## src/rtl/time_set_ctrl.sv

```systemverilog
// Clock time-of-day keeper with button-driven set modes (hour, minute, day) and idle timeout.
// Optional build macro AUTO_REPEAT_EN adds auto-repeat while btn_inc is held in a set state.
module time_set_ctrl #(
    parameter int unsigned TIMEOUT    = 30,
    parameter int unsigned REPEAT_DLY = 2
) (
    input  logic       clk,
    input  logic       rst_n,
    input  logic       tick_1hz,
    input  logic       btn_mode,
    input  logic       btn_inc,
    output logic [5:0] sec,
    output logic [5:0] min,
    output logic [4:0] hour,
    output logic       count_day,
    output logic       set_day,
    output logic [1:0] mode,
    output logic       blink
);

    typedef enum logic [1:0] {
        RUN      = 2'd0,
        SET_HOUR = 2'd1,
        SET_MIN  = 2'd2,
        SET_DAY  = 2'd3
    } mode_e;

    if (TIMEOUT < 2 || TIMEOUT > 255 || REPEAT_DLY < 1 || REPEAT_DLY > 15) begin : g_bad_param
        $error("time_set_ctrl: TIMEOUT or REPEAT_DLY out of range");
    end

    localparam logic [7:0] IDLE_LAST = 8'(TIMEOUT - 1);

    mode_e      state_q, state_d;
    logic [5:0] sec_q, sec_d;
    logic [5:0] min_q, min_d;
    logic [4:0] hour_q, hour_d;
    logic       count_day_q, count_day_d;
    logic       set_day_q, set_day_d;
    logic       blink_q, blink_d;
    logic [7:0] idle_q, idle_d;
    logic       mode_prev_q, mode_prev_d;
    logic       inc_prev_q, inc_prev_d;

    logic mode_edge, inc_edge, inc_evt, activity;

    assign mode_edge = btn_mode & ~mode_prev_q;
    assign inc_edge  = btn_inc & ~inc_prev_q;

`ifdef AUTO_REPEAT_EN
    localparam logic [3:0] RPT_LAST = 4'(REPEAT_DLY);

    logic [3:0] rpt_q, rpt_d;
    logic       rpt_evt, inc_held;

    // Holding counts ticks up to RPT_LAST, after which every tick yields one extra inc.
    always_comb begin
        inc_held = btn_inc & inc_prev_q;
        rpt_d    = rpt_q;
        rpt_evt  = 1'b0;
        if (state_q == RUN || !inc_held || mode_edge) begin
            rpt_d = 4'd0;
        end else if (tick_1hz) begin
            if (rpt_q == RPT_LAST) rpt_evt = 1'b1;
            else rpt_d = rpt_q + 4'd1;
        end
    end

    always_ff @(posedge clk) begin
        if (rst_n) rpt_q <= 4'd0;
        else rpt_q <= rpt_d;
    end

    assign inc_evt  = inc_edge | rpt_evt;
    assign activity = mode_edge | inc_edge | inc_held;
`else
    assign inc_evt  = inc_edge;
    assign activity = mode_edge | inc_edge;
`endif

    // Mode edge has priority over everything, so a simultaneous inc is dropped.
    always_comb begin
        state_d     = state_q;
        sec_d       = sec_q;
        min_d       = min_q;
        hour_d      = hour_q;
        count_day_d = 1'b0;
        set_day_d   = 1'b0;
        blink_d     = blink_q;
        idle_d      = idle_q;
        mode_prev_d = btn_mode;
        inc_prev_d  = btn_inc;

        if (mode_edge) begin
            state_d = mode_e'(state_q + 2'd1);
            blink_d = 1'b0;
            idle_d  = 8'd0;
            if (state_q == RUN) sec_d = 6'd0;
        end else if (state_q == RUN) begin
            blink_d = 1'b0;
            idle_d  = 8'd0;
            if (tick_1hz) begin
                if (sec_q == 6'd59) begin
                    sec_d = 6'd0;
                    if (min_q == 6'd59) begin
                        min_d = 6'd0;
                        if (hour_q == 5'd23) begin
                            hour_d      = 5'd0;
                            count_day_d = 1'b1;
                        end else begin
                            hour_d = hour_q + 5'd1;
                        end
                    end else begin
                        min_d = min_q + 6'd1;
                    end
                end else begin
                    sec_d = sec_q + 6'd1;
                end
            end
        end else if (tick_1hz && !activity && idle_q == IDLE_LAST) begin
            state_d = RUN;
            blink_d = 1'b0;
            idle_d  = 8'd0;
        end else begin
            if (activity) idle_d = 8'd0;
            else if (tick_1hz) idle_d = idle_q + 8'd1;
            if (tick_1hz) blink_d = ~blink_q;
            if (inc_evt) begin
                case (state_q)
                    SET_HOUR: hour_d = (hour_q == 5'd23) ? 5'd0 : hour_q + 5'd1;
                    SET_MIN:  min_d  = (min_q == 6'd59) ? 6'd0 : min_q + 6'd1;
                    SET_DAY:  set_day_d = 1'b1;
                    default:  ;
                endcase
            end
        end
    end

    always_ff @(posedge clk) begin
        if (rst_n) begin
            state_q     <= RUN;
            sec_q       <= 6'd0;
            min_q       <= 6'd0;
            hour_q      <= 5'd0;
            count_day_q <= 1'b0;
            set_day_q   <= 1'b0;
            blink_q     <= 1'b0;
            idle_q      <= 8'd0;
            mode_prev_q <= 1'b0;
            inc_prev_q  <= 1'b0;
        end else begin
            state_q     <= state_d;
            sec_q       <= sec_d;
            min_q       <= min_d;
            hour_q      <= hour_d;
            count_day_q <= count_day_d;
            set_day_q   <= set_day_d;
            blink_q     <= blink_d;
            idle_q      <= idle_d;
            mode_prev_q <= mode_prev_d;
            inc_prev_q  <= inc_prev_d;
        end
    end

    assign sec       = sec_q;
    assign min       = min_q;
    assign hour      = hour_q;
    assign count_day = count_day_q;
    assign set_day   = set_day_q;
    assign mode      = state_q;
    assign blink     = blink_q;

endmodule

```

## config.mk

```make
export PLATFORM = sky130hd
export DESIGN_NAME = time_set_ctrl
export DESIGN_NICKNAME = d
export VERILOG_FILES = /design/src/rtl/time_set_ctrl.sv
export SDC_FILE = /design/constraint.sdc
export NUM_CORES = 1
export LEC_CHECK = 0
export BUFFER_PORTS_ARGS = -buffer_cell sky130_fd_sc_hd__buf_2
export CAP_MARGIN = 20
export CORE_ASPECT_RATIO = 1.25
export CORE_MARGIN = 1.5
export CORE_UTILIZATION = 35
export CTS_BUF_LIST = sky130_fd_sc_hd__clkbuf_2 sky130_fd_sc_hd__clkbuf_4 sky130_fd_sc_hd__clkbuf_8
export DETAILED_ROUTE_END_ITERATION = 16
export PLACE_DENSITY = 0.59
export REMOVE_ABC_BUFFERS = 1
export SLEW_MARGIN = 20
export SYNTH_ARGS = -nofsm -noshare
export SYNTH_HDL_FRONTEND = slang
export SYNTH_SLANG_ARGS = --single-unit
```

## constraint.sdc

```tcl
create_clock -name clk -period 2.1 [get_ports clk]
set_input_delay 0.42 -clock clk [delete_from_list [all_inputs] [get_ports clk]]
set_output_delay 0.42 -clock clk [all_outputs]
set_load 0.005 [all_outputs]
```

* Word-level counts from Yosys, hierarchy flattened
Index checks and enable logic that the tools add are counted.
** Word-level totals
- Register bits after elaboration :: 32
- Input bits :: 5
- Output and inout port bits :: 22
- Logic and storage cells :: 81
** Operators by class
- Add/sub/neg operators :: 5
- Eq/ne operators :: 12
- Multiplexer cells :: 25
- Bitwise logic cells :: 12
- Reduce and logical (&&, ||, !) cells :: 17
** Operators with widths (number)
- $mux 6 :: 12
- $mux 5 :: 8
- $add 6x1->6 const B :: 2
- $eq 6x6->1 const B :: 2
- $reduce_bool 2->1 :: 5
- $reduce_or 5->1 :: 2
- $not 1->1 :: 9
- $add 8x1->8 const B :: 1
- $eq 8x5->1 const B :: 1
- $reduce_and 7->1 :: 1
- $mux 2 :: 3
- $ne 2x2->1 const B :: 3
- $reduce_and 6->1 :: 1
- $reduce_or 6->1 :: 1
- $add 5x1->5 const B :: 1
- $eq 5x5->1 const B :: 1
- $eq 2x2->1 const B :: 2
- $ne 2x1->1 const B :: 2
- $reduce_and 2->1 :: 2
- $reduce_or 4->1 :: 1
- $add 2x1->2 const B :: 1
- $and 1x1->1 :: 2
- $eq 2x1->1 const B :: 1
- $logic_and 1x1->1 :: 2
- 4 further kinds :: 5

* Longest topological paths before layout
Gate-level depths: netlist of the first run.
- Depth after elaboration :: 9
- Depth in mapped cells :: 8
- Depth with buffers taken out :: 7

* Worst setup path before layout of the first run
Ideal clock, no wire load.
- Kind :: flip-flop to flip-flop
- Start point :: register state_q[0] (netlist: mode[0])
- End point :: register hour_q[3] (netlist: hour[3])
- Data arrival time :: 1842 ps
- Required time :: 2029 ps
- Slack :: 188 ps
- Cell stages (with the launch flop) :: 8
- Path buffers :: 1
- Cells stage by stage :: dfxtp_1 -> inv_1 -> ha_1 -> buf_2 -> nor4b_4 -> a31oi_4 -> or4b_1 -> a21oi_1
** Between the ends
- Cells in the longest elaborated chain, start to end :: 3
** Ends and longest elaborated chain
- start, declared :: RTL line 34 : mode_e state_q, state_d;
- start signal, assigned :: RTL line 152 : state_q <= state_d;
- $logic_not 2->1 or $eq 2x1->1 (tied branches) :: RTL line 99, 129
- $ne 2x1->1 (no line) (tied with other cells)
- $reduce_and 7->1 (no line)
- end signal, assigned :: RTL line 155 : hour_q <= hour_d;
- end, declared :: RTL line 37 : logic [4:0] hour_q, hour_d;
Several ways; a longest one is shown, not always the timed one.
A chain may end at the register's enable or synchronous reset.

* Worst setup path after layout of the first run
- Start point :: register state_q[1] (netlist: mode[1])
- End point :: register hour_q[3] (netlist: hour[3])
Same word-level chain as after synthesis.

==> results by group, run 1 <==
Status
  – Status: completed

Placed design
  – HPWL Detailed: roughly 2500 um
  – # port buffers: 26
  – Area after DPL: 0.00187 mm2
  – Global placement routability congestion: roughly 0.78

Timing
  – Actual slew at the worst max-slew pin: ~0.45 ns
  – Final hold slack: between 0.3 and 0.4 ns
  – RSZ-0062 raised after global routing: no
  – Achievable frequency: between 0.5 and 0.6 GHz
  – Final TNS setup: 0 ns
  – Final min period: approximately 1.9 ns
  – Clock skew: about 0.0066 ns
  – Final setup fails: 0
  – Crit share post-route: between 90% and 100%
  – Final hold violation count: 0
  – Worst rel slew slack: a little over two thirds
  – Max-slew violations: 0

Floorplan
  – Initial Util: 36.8%
  – Die width: about 64 um
  – FP Rows: 27
  – Placeable Area: about 0.0045 mm2
  – Die Area: between 0.005 and 0.006 mm2
  – I/O Pins: 27
  – Die height: a little under 80 um

Power
  – Net Switching: about 0.30 mW
  – Int Pwr: 1.08 mW
  – Clock group share of total power: a little under half
  – Seq pwr share: a little under half
  – P_leak: around 0.91 nW
  – Gate power share: under 10%
  – Sw frac: 22.0%
  – PD cells: a little under 700 mW/mm2
  – Worst vdd ir: around 350 uV

Yosys
  – Netlist cell types: 47
  – Cell Area, Synth: 0.00164 mm2
  – FFs w/ async S/R, synth: 0%
  – Top_reg_cell synth: dfxtp_1
  – Seq/Total Area, Yosys: 39.0%
  – Cells after Synth: roughly 180
  – Number of synthesized register bits: 32
  – Synth warn: 0
  – Mapped Avg Cell Area: 9.28 um2
  – Number of enable flip-flop cells after synthesis: 0

Finish
  – Final design utilization: 44.9%
  – Layout cells sized above 1: 25.8%
  – Ant diodes: 0
  – Area Overhead vs Synth: 21.9%
  – NumNets Final: 226
  – Final instance area: 0.00200 mm2

Critical path
  – Bufs and invs on worst path: 1
  – Worst path required time: 2.33 ns
  – Endpoint class of the critical path: flop
  – Slowest cell on the critical path: or4b_1
  – CP delay by family, top: simple AND/OR/NAND/NOR gates
  – Arrival @ worst endpoint: between 2 and 2.5 ns
  – Worst-case reg-to-reg path depth: 6
  – Critical path type: reg2reg
  – Worst Path Max Fanout: 10
  – CP Depth: 6
  – Crit start category: flop
  – Crit-path max cell delay: roughly 0.52 ns
  – R2R Setup Slk: approximately 0.21 ns
  – Crit-path cells: inv_1 -> ha_2 -> nor4b_4 -> a31oi_4 -> or4b_1 -> a21oi_1

Clocking
  – CTS Buf Count: 5
  – Post-CTS Resized: 0
  – Root Buffer: clkbuf_8
  – Maximum clock insertion buffer count: 2
  – Post-CTS Repair Setup Buffers: 0
  – Skew-Pair Late Insertion Delay: 0.29 ns
  – CTS sink count: 32
  – Clock transition at the registers of the reported paths: around 0.070 ns
  – TritonCTS clock tree: yes
  – Post-CTS Hold Buffers: 0
  – CTS HTree Levels: 2

Routing
  – DR pass1 iterations: 4
  – ANT nets after route: 0
  – Final wirelength: around 3400 um
  – Mean routed wirelength per cell: 12.5 um
  – Via density: 5.04
  – Remaining DRCs: 0
  – Starting DRT DRC Count: 56
  – Vias: around 1400

Global routing
  – Vias in the first global route: approximately 1200
  – Total gr overflow: 0
  – Largest net degree at the start of global routing: 20
  – First-pass GRT wire length: slightly below 6000 um
  – Met1 Usage GRT: 18.2%
  – GRT busiest layer: met2
  – Gr usage total: between 10% and 20%
  – Initial antenna violation count: 0
  – Met3 Use GR: ~3.8%
  – Met2 Track Usage GR: about 23%

Worst hold path
  – Hold Crit Class: in2reg
  – Worst hold stages: 2

Job
  – Max-cap violation count: 0
routing by layer:
| metal | wire length (um) | vias up |
|---|---|---|
| li1 | - | 706 |
| met1 | 1520 | 630 |
| met2 | 1670 | 21 |
| met3 | 103 | 9 |
| met4 | 93 | 0 |
| met5 | 0 | - |
registers in the layout, indices dropped and copies added, names as in the netlist:
register / flops
idle_q: 8
mode: 2
mode_prev_q: 1
inc_prev_q: 1
count_day: 1
blink: 1
sec: 6
min: 6
set_day: 1
hour: 5
area by class of cell:
cell class,instances,area (um2)
clock buffers,7,96.3
well taps,58,72.6
repair buffers,32,175
multi-input cells,133,958
fillers,459,2460
flip-flops and latches,32,641
clock inverters,1,30.0
inverters,8,30.0
power groups by stage:
stage | combinational, mW | sequential, mW | clock (mW)
finish | 0.110 | 0.627 | 0.650
global route | 0.122 | 0.628 | 0.696
CTS | 0.110 | 0.627 | 0.668
detailed placement | 0.109 | 0.641 | 0
global placement | 0.108 | 0.641 | 0
floorplan | 0.0652 | 0.643 | 0
path summary, 6_finish.rpt:
| check | startpoint | endpoint |
|---|---|---|
| hold / removal | btn_mode | mode_prev_q |
| setup / recovery | mode[1] | hour[3] |
| setup reg to reg | mode[1] | hour[3] |
| hold reg to reg | hour[1] | hour[1] |
kinds of logic after synthesis:
logic type                 synth area share [%]
adders and majority gates                  6.85
and+or+nand+nor                            31.0
muxes                                      1.83
DFF                                        39.0
buffers and inverters                      2.82
xor gates and xnor gates                   5.86
AOI/OAI and AO/OA                          12.6
Yosys cell counts, types with 2 or more instances:
cell type   n  share of area, %
nand3b_1    2              0.91
nor4_1      2              0.76
a31o_2      2               1.1
xnor2_1     3               1.6
nor2b_1     2              0.76
a21oi_1     6               1.8
mux2i_1     3               1.8
nor2_1     23               5.3
and3_1      4               1.5
nand4_1     4               1.5
clkbuf_1    3              0.69
nand4b_1    2               1.1
nand2_1    12               2.7
nor3_1      5               1.5
nand3b_4    2               2.4
or4b_1      2               1.2
o21ai_0     4               1.2
dfxtp_1    32                39
a311oi_1    2               1.1
ha_1        9               6.9
a21o_1      2              0.91
nand3_1    12               3.7
inv_1       8               1.8
xor2_1      8               4.3
per-stage QoR:
step,setup WS [ns],power (mW),instances
floorplan,0.212,0.708,173
global placement,0.197,0.749,263
detailed placement,0.121,0.750,263
CTS,0.116,1.41,271
global route,0.0799,1.45,271
finish,0.210,1.39,271
cells in the final DEF, fill, tap and decap left out, types with 4 or more instances in the layout:
master	Yosys	final
a21oi_1	6	6
and3_1	4	4
buf_2	1	26
buf_4	0	6
clkbuf_8	0	7
dfxtp_1	32	32
ha_1	9	8
inv_1	8	8
nand2_1	12	12
nand3_1	12	12
nand4_1	4	4
nor2_1	23	23
nor3_1	5	5
o21ai_0	4	4
xor2_1	8	8
Power figures use the tool's default switching activity.
==> inputs of run 2 (changes only) <==
==> constraint.sdc (replaced) <==
create_clock -name clk -period 1.88 [get_ports clk]
set_input_delay 0.376 -clock clk [delete_from_list [all_inputs] [get_ports clk]]
set_output_delay 0.376 -clock clk [all_outputs]
set_load 0.005 [all_outputs]
==> run 2 against run 1 <==
  * Sequential cell count is the same
  * Hold slack got worse by 0.049 ns
  * Global-route usage down 0.24 points
  * Wire length fell by 1.6%
  * Design area is 2.6% higher
  * Register-to-register slack worse by 0.11 ns
  * Largest cell class unchanged
  * Largest power group is now registers
  * Highest routed layer unchanged
==> results by group, run 2 (same netlist as run 1, synthesis figures left out) <==
Status
  – Status: completed

Timing
  – Max-slew violations: 0 (unchanged)
  – Worst rel slew slack: 78.7% (+9.1 points)
  – Achievable frequency: 0.563 GHz (+6.4%)
  – Worst Slack Setup Final: 0.104 ns (-0.106 ns)
  – RSZ-0062 raised after global routing: yes
  – Actual slew at the worst max-slew pin: 0.319 ns (-0.131 ns)
  – Clock skew: 0.00887 ns (+0.00224 ns)
  – Final hold violation count: 0 (unchanged)
  – Crit share post-route: 94.5% (+4.5 points)
  – Final setup fails: 0 (unchanged)
  – Final hold slack: 0.340 ns (-0.0490 ns)
  – Final min period: 1.78 ns (-0.114 ns)

Critical path
  – Worst Path Max Fanout: 10 (unchanged)
  – R2R Setup Slk: 0.10 ns (-0.11 ns)
  – Crit-path cells: ha_2 -> nand2_1 -> nor2_8 -> a31oi_4 -> or4b_1 -> a21oi_1
  – Crit-path max cell delay: 0.52 ns (about the same)
  – Endpoint class of the critical path: flop
  – Arrival @ worst endpoint: 2.00 ns (-0.12 ns)
  – Critical path type: reg2reg
  – Worst-case reg-to-reg path depth: 6 (unchanged)
  – Reg2reg end: hour[3]
  – Slowest cell on the critical path: or4b_1
  – Crit start category: flop
  – Worst path required time: 2.10 ns (-0.23 ns)
  – Reg2reg start: sec[1]

Power
  – Clock group share of total power: 37.5% (-9.3 points)
  – Sw frac: 23.9% (+2.0 points)
  – Worst vdd ir: 329 uV (-4.8%)
  – Int Pwr: 1.02 mW (-5.8%)
  – Gate power share: 10.4% (+2.5 points)
  – P_leak: 0.942 nW (+3.3%)
  – Total power: 1.34 mW (-3.4%)
  – Net Switching: 0.321 mW (+5.2%)
  – PD cells: 652 mW/mm2 (-5.8%)
  – Seq pwr share: 52.1% (+6.9 points)

Floorplan
  – Die width: 64.3 um (unchanged)
  – Die Area: 0.00512 mm2 (unchanged)
  – Placeable Area: 0.00446 mm2 (unchanged)
  – FP Rows: 27 (unchanged)
  – I/O Pins: 27 (unchanged)
  – Initial Util: 36.8% (unchanged)
  – Die height: 79.6 um (unchanged)

Clocking
  – Maximum clock insertion buffer count: 2 (unchanged)
  – CTS sink count: 32 (unchanged)
  – Clock transition at the registers of the reported paths: 0.06 ns (about the same)
  – CTS HTree Levels: 2 (unchanged)
  – Root Buffer: clkbuf_8
  – Skew-Pair Late Insertion Delay: 0.28 ns (about the same)
  – CTS Buf Count: 5 (unchanged)
  – Post-CTS Hold Buffers: 0 (unchanged)
  – TritonCTS clock tree: yes

Worst hold path
  – Hold Crit Class: in2reg
  – Endpoint, Worst Hold: mode_prev_q
  – Hold Crit Start: btn_mode
  – Worst hold stages: 2 (unchanged)

Job
  – Max-cap violation count: 0 (unchanged)

Global routing
  – Initial antenna violation count: 0 (unchanged)
  – Gr usage total: 14.4% (-0.24 points)
  – Vias in the first global route: 1319 (+5.9%)
  – Total gr overflow: 0 (unchanged)
  – First-pass GRT wire length: 5760 um (-1.2%)
  – Largest net degree at the start of global routing: 20 (unchanged)

Finish
  – Largest reg by FF count: idle_q
  – Most frequent cells in the layout: dfxtp_1 (31), buf_2 (26), nor2_1 (23)
  – Ant diodes: 0 (unchanged)
  – Final design utilization: 46.1% (+1.2 points)
  – NumNets Final: 236 (+4.4%)
  – Layout cells sized above 1: 31.1% (+5.3 points)
  – Area Overhead vs Synth: 25.1%
  – Non-Filler Instances: 280 (+3.3%)
  – Largest register FFs: 8 (unchanged)
  – Commonest non-fill, non-tap cell in the layout: dfxtp_1

Routing
  – Via density: 4.96 (-1.7%)
  – ANT nets after route: 0 (unchanged)
  – Remaining DRCs: 0 (unchanged)
  – Final wirelength: 3340 um (-1.6%)
  – DR pass1 iterations: 4 (unchanged)
  – Mean routed wirelength per cell: 11.9 um (-4.8%)
  – Vias: 1388 (+1.6%)
  – Starting DRT DRC Count: 54 (-3.6%)

Placed design
  – # port buffers: 26 (unchanged)
  – Post-Place Cells: 273 (+3.8%)
  – Placement Setup Slack: -0.00279 ns (-0.123 ns)
  – Global placement routability congestion: 0.753 (-4.0%)
  – HPWL Detailed: 2530 um (+1.8%)
-- run 2: cell types whose count changed in the layout (fill, tap and decap cells not counted), sizes merged --
cell / previous run / this run
bufinv: 1 / 0
clkbuf: 7 / 6
buf: 32 / 42
clkinv: 0 / 1
-- run 2: metrics by stage --
stage | instance area [um2] | TNS, ns
floorplan | 1630 | -0.00785
global placement | 1950 | 0
detailed placement | 1950 | -0.00279
CTS | 2030 | 0
global route | 2050 | -0.0203
finish | 2050 | 0
-- run 2: worst max-delay path by stage --
stage	end	startpoint	slack, ns
after floorplan	hour[3]	mode[0]	-0.008
after global placement	hour[3]	mode[0]	0.04
after detailed placement	hour[3]	sec[1]	-0.003
after CTS	hour[3]	mode[0]	0.01
after global routing	min[4]	mode[0]	-0.02
final	hour[3]	sec[1]	0.10
-- run 2: routing by layer --
layer,track usage (%),up-vias,routed length [um]
met5,0,-,0
met4,5.74,0,54
met3,4.80,6,121
met2,24.4,19,1630
met1,16.7,640,1530
li1,-,723,-
-- run 2: repair_timing --
action,4_1_cts,5_1_grt
setup buffers,0,0
pin swaps,0,1
gates resized for setup,1,5
setup endpoints to repair,1,7
-- run 2: area by class of cell --
| type | instances | area (um2) |
|---|---|---|
| fill | 468 | 2400 |
| tap | 58 | 72.6 |
| clock inverter | 1 | 5.00 |
| sequential | 32 | 642 |
| timing repair buffer | 42 | 250 |
| multi-input combinational | 133 | 978 |
| clock buffer | 6 | 76.3 |
| inverter | 8 | 30.0 |
-- run 2: power groups by stage --
| stage | sequential, mW | clock [mW] | combinational, mW |
|---|---|---|---|
| floorplan | 0.718 | 0 | 0.0728 |
| global placement | 0.713 | 0 | 0.135 |
| detailed placement | 0.713 | 0 | 0.136 |
| CTS | 0.698 | 0.518 | 0.137 |
| global route | 0.699 | 0.553 | 0.155 |
| finish | 0.698 | 0.503 | 0.139 |
-- run 2: critical path: cells and delay by family (launching register included) --
family / cells / cell delay, ns
simple gates: 3 / 0.84
fa+ha+maj: 1 / 0.22
compound gates: 2 / 0.28
flops: 1 / 0.36
==> inputs of run 3 (changes only) <==
==> constraint.sdc (replaced) <==
create_clock -name clk -period 1.9 [get_ports clk]
set_input_delay 0.38 -clock clk [delete_from_list [all_inputs] [get_ports clk]]
set_output_delay 0.38 -clock clk [all_outputs]
set_load 0.005 [all_outputs]
==> run 3 against run 2 <==
  * Hold slack worse by 0.035 ns
  * Die area stayed put
  * Design area is 0.67% lower
  * Wire length is 0.69% higher
  * Non-clock buffer count is 2 lower
  * Global-route usage is 0.15 points lower
  * Highest routed layer unchanged
  * Sequential cell count stayed put
  * Register-to-register slack hardly changed
  * Clock power is 1% lower
  * Clock skew is 0.0024 ns lower
==> results by group, run 3 (same netlist as run 1, synthesis figures left out) <==
Finish
  – Final instance area: 0.00204 mm2 (-0.67%)
  – Commonest non-fill, non-tap cell in the layout: dfxtp_1
  – Largest register FFs: 8 (unchanged)
  – Final design utilization: 45.8% (-0.31 points)
  – Area of the multi-input gates: 981 um2 (+0.26%)
  – Layout cells sized above 1: 28.6% (-2.4 points)
  – Most frequent cells in the layout: dfxtp_1 (32), buf_2 (26), nor2_1 (23)
  – Largest reg by FF count: idle_q
  – Area Overhead vs Synth: 24.2%
  – Filler cells: 476 (+1.7%)
  – Storage element area: 641 um2 (-0.20%)
  – Ant diodes: 0 (unchanged)
  – NumNets Final: 234 (-0.85%)

Clocking
  – Post-CTS Repair Setup Buffers: 0 (unchanged)
  – CTS HTree Levels: 2 (unchanged)
  – Skew-Pair Late Insertion Delay: 0.28 ns (about the same)
  – Maximum clock insertion buffer count: 2 (unchanged)
  – Root Buffer: clkbuf_8
  – TritonCTS clock tree: yes
  – CTS sink count: 32 (unchanged)
  – Clock transition at the registers of the reported paths: 0.07 ns (about the same)
  – CTS Buf Count: 5 (unchanged)

Power
  – PD cells: 650 mW/mm2 (-0.28%)
  – Total power: 1.33 mW (-0.95%)
  – P_leak: 0.932 nW (-1.0%)
  – Worst vdd ir: 323 uV (-1.6%)

Placed design
  – Area after DPL: 0.00193 mm2 (-0.77%)
  – HPWL Detailed: 2560 um (+1.2%)
  – # port buffers: 26 (unchanged)
  – Global placement routability congestion: 0.747 (-0.80%)

Worst hold path
  – Hold Crit Class: in2reg
  – Hold Crit Start: rst_n

Global routing
  – Total gr overflow: 0 (unchanged)
  – Gr usage total: 14.3% (-0.15 points)
  – Largest net degree at the start of global routing: 18 (-10%)
  – First-pass GRT wire length: 5730 um (-0.59%)
  – Vias in the first global route: 1288 (-2.4%)
  – Initial antenna violation count: 0 (unchanged)

Critical path
  – Origin of the worst setup path: mode[0]
  – Arrival @ worst endpoint: 2.00 ns (about the same)
  – Worst path required time: 2.11 ns (about the same)
  – Critical path type: reg2reg
  – Reg2reg start: mode[0]
  – Crit start category: flop
  – Worst Path Max Fanout: 10 (unchanged)
  – Endpoint class of the critical path: flop

Floorplan
  – Die width: 64.3 um (unchanged)
  – Die height: 79.6 um (unchanged)
  – FP Rows: 27 (unchanged)
  – Initial Util: 36.8% (unchanged)
  – I/O Pins: 27 (unchanged)
  – Die Area: 0.00512 mm2 (unchanged)
  – Placeable Area: 0.00446 mm2 (unchanged)

Timing
  – Achievable frequency: 0.559 GHz (-0.78%)
  – Clock skew: 0.00648 ns (-0.00239 ns)
  – RSZ-0062 raised after global routing: no
  – Final hold violation count: 0 (unchanged)
  – Final hold slack: 0.305 ns (-0.0345 ns)
  – Actual slew at the worst max-slew pin: 0.493 ns (+0.174 ns)
  – Max-slew violations: 0 (unchanged)
  – Final min period: 1.79 ns (+0.0140 ns)
  – Final setup fails: 0 (unchanged)
  – Final TNS setup: 0 ns (unchanged)
  – Crit share post-route: 94.2% (-0.26 points)
  – Worst rel slew slack: 66.6% (-12 points)

Routing
  – ANT nets after route: 0 (unchanged)
  – Final wirelength: 3360 um (+0.69%)
  – Starting DRT DRC Count: 36 (-33%)
  – Remaining DRCs: 0 (unchanged)
  – DR pass1 iterations: 4 (unchanged)
  – Vias: 1387 (-0.072%)
  – Mean routed wirelength per cell: 12.1 um (+1.4%)
  – Via density: 4.99 (+0.65%)

Job
  – Max-cap violation count: 0 (unchanged)

Status
  – Status: completed
run 3: what timing repair did:
action | in CTS | in global routing
hold buffers | 0 | 0
endpoints found under the setup margin | 2 | 3
gates resized for setup | 1 | 3
run 3: stage by stage:
stage | cells | worst slack [ns]
after floorplan | 173 | 0.0122
after global placement | 271 | 0.0444
after detailed placement | 271 | -0.0228
after CTS | 278 | 0.0250
after global routing | 278 | 0.00213
final | 278 | 0.110
run 3: final timing paths:
path	end	slack [ns]	cells after the start
setup / recovery	hour[3]	0.11	6
hold / removal	min[2]	0.31	2
setup reg to reg	hour[3]	0.11	6
hold reg to reg	hour[1]	0.49	2
run 3: per-layer routing:
layer	track usage [%]	wire length [um]	part of all wire, %
met5	0	0	0
met3	4.37	124	3.7
met2	24.6	1660	49
met1	16.3	1530	45
met4	5.74	49	1.5
run 3: area by class of cell:
type                            instances  area share [%]
Inverter                                8            1.47
Multi-Input combinational cell        133            48.1
Clock inverter                          1           0.245
Timing Repair Buffer                   40            11.5
Tap cell                               58            3.56
Sequential cell                        32            31.4
Clock buffer                            6            3.74
run 3: critical path, cell delays in order (launching register included):
cell and delay [ns]:
dfxtp_1 0.33, inv_1 0.08, ha_4 0.20, nor4b_4 0.34, a31oi_4 0.11, or4b_1 0.52, a21oi_1 0.14
run 3: power breakdown:
group / internal, mW / total (mW) / switching (mW)
clock network: 0.263 / 0.497 / 0.235
logic: 0.0616 / 0.137 / 0.0756
registers: 0.683 / 0.692 / 0.00947
total: 1.01 / 1.33 / 0.320
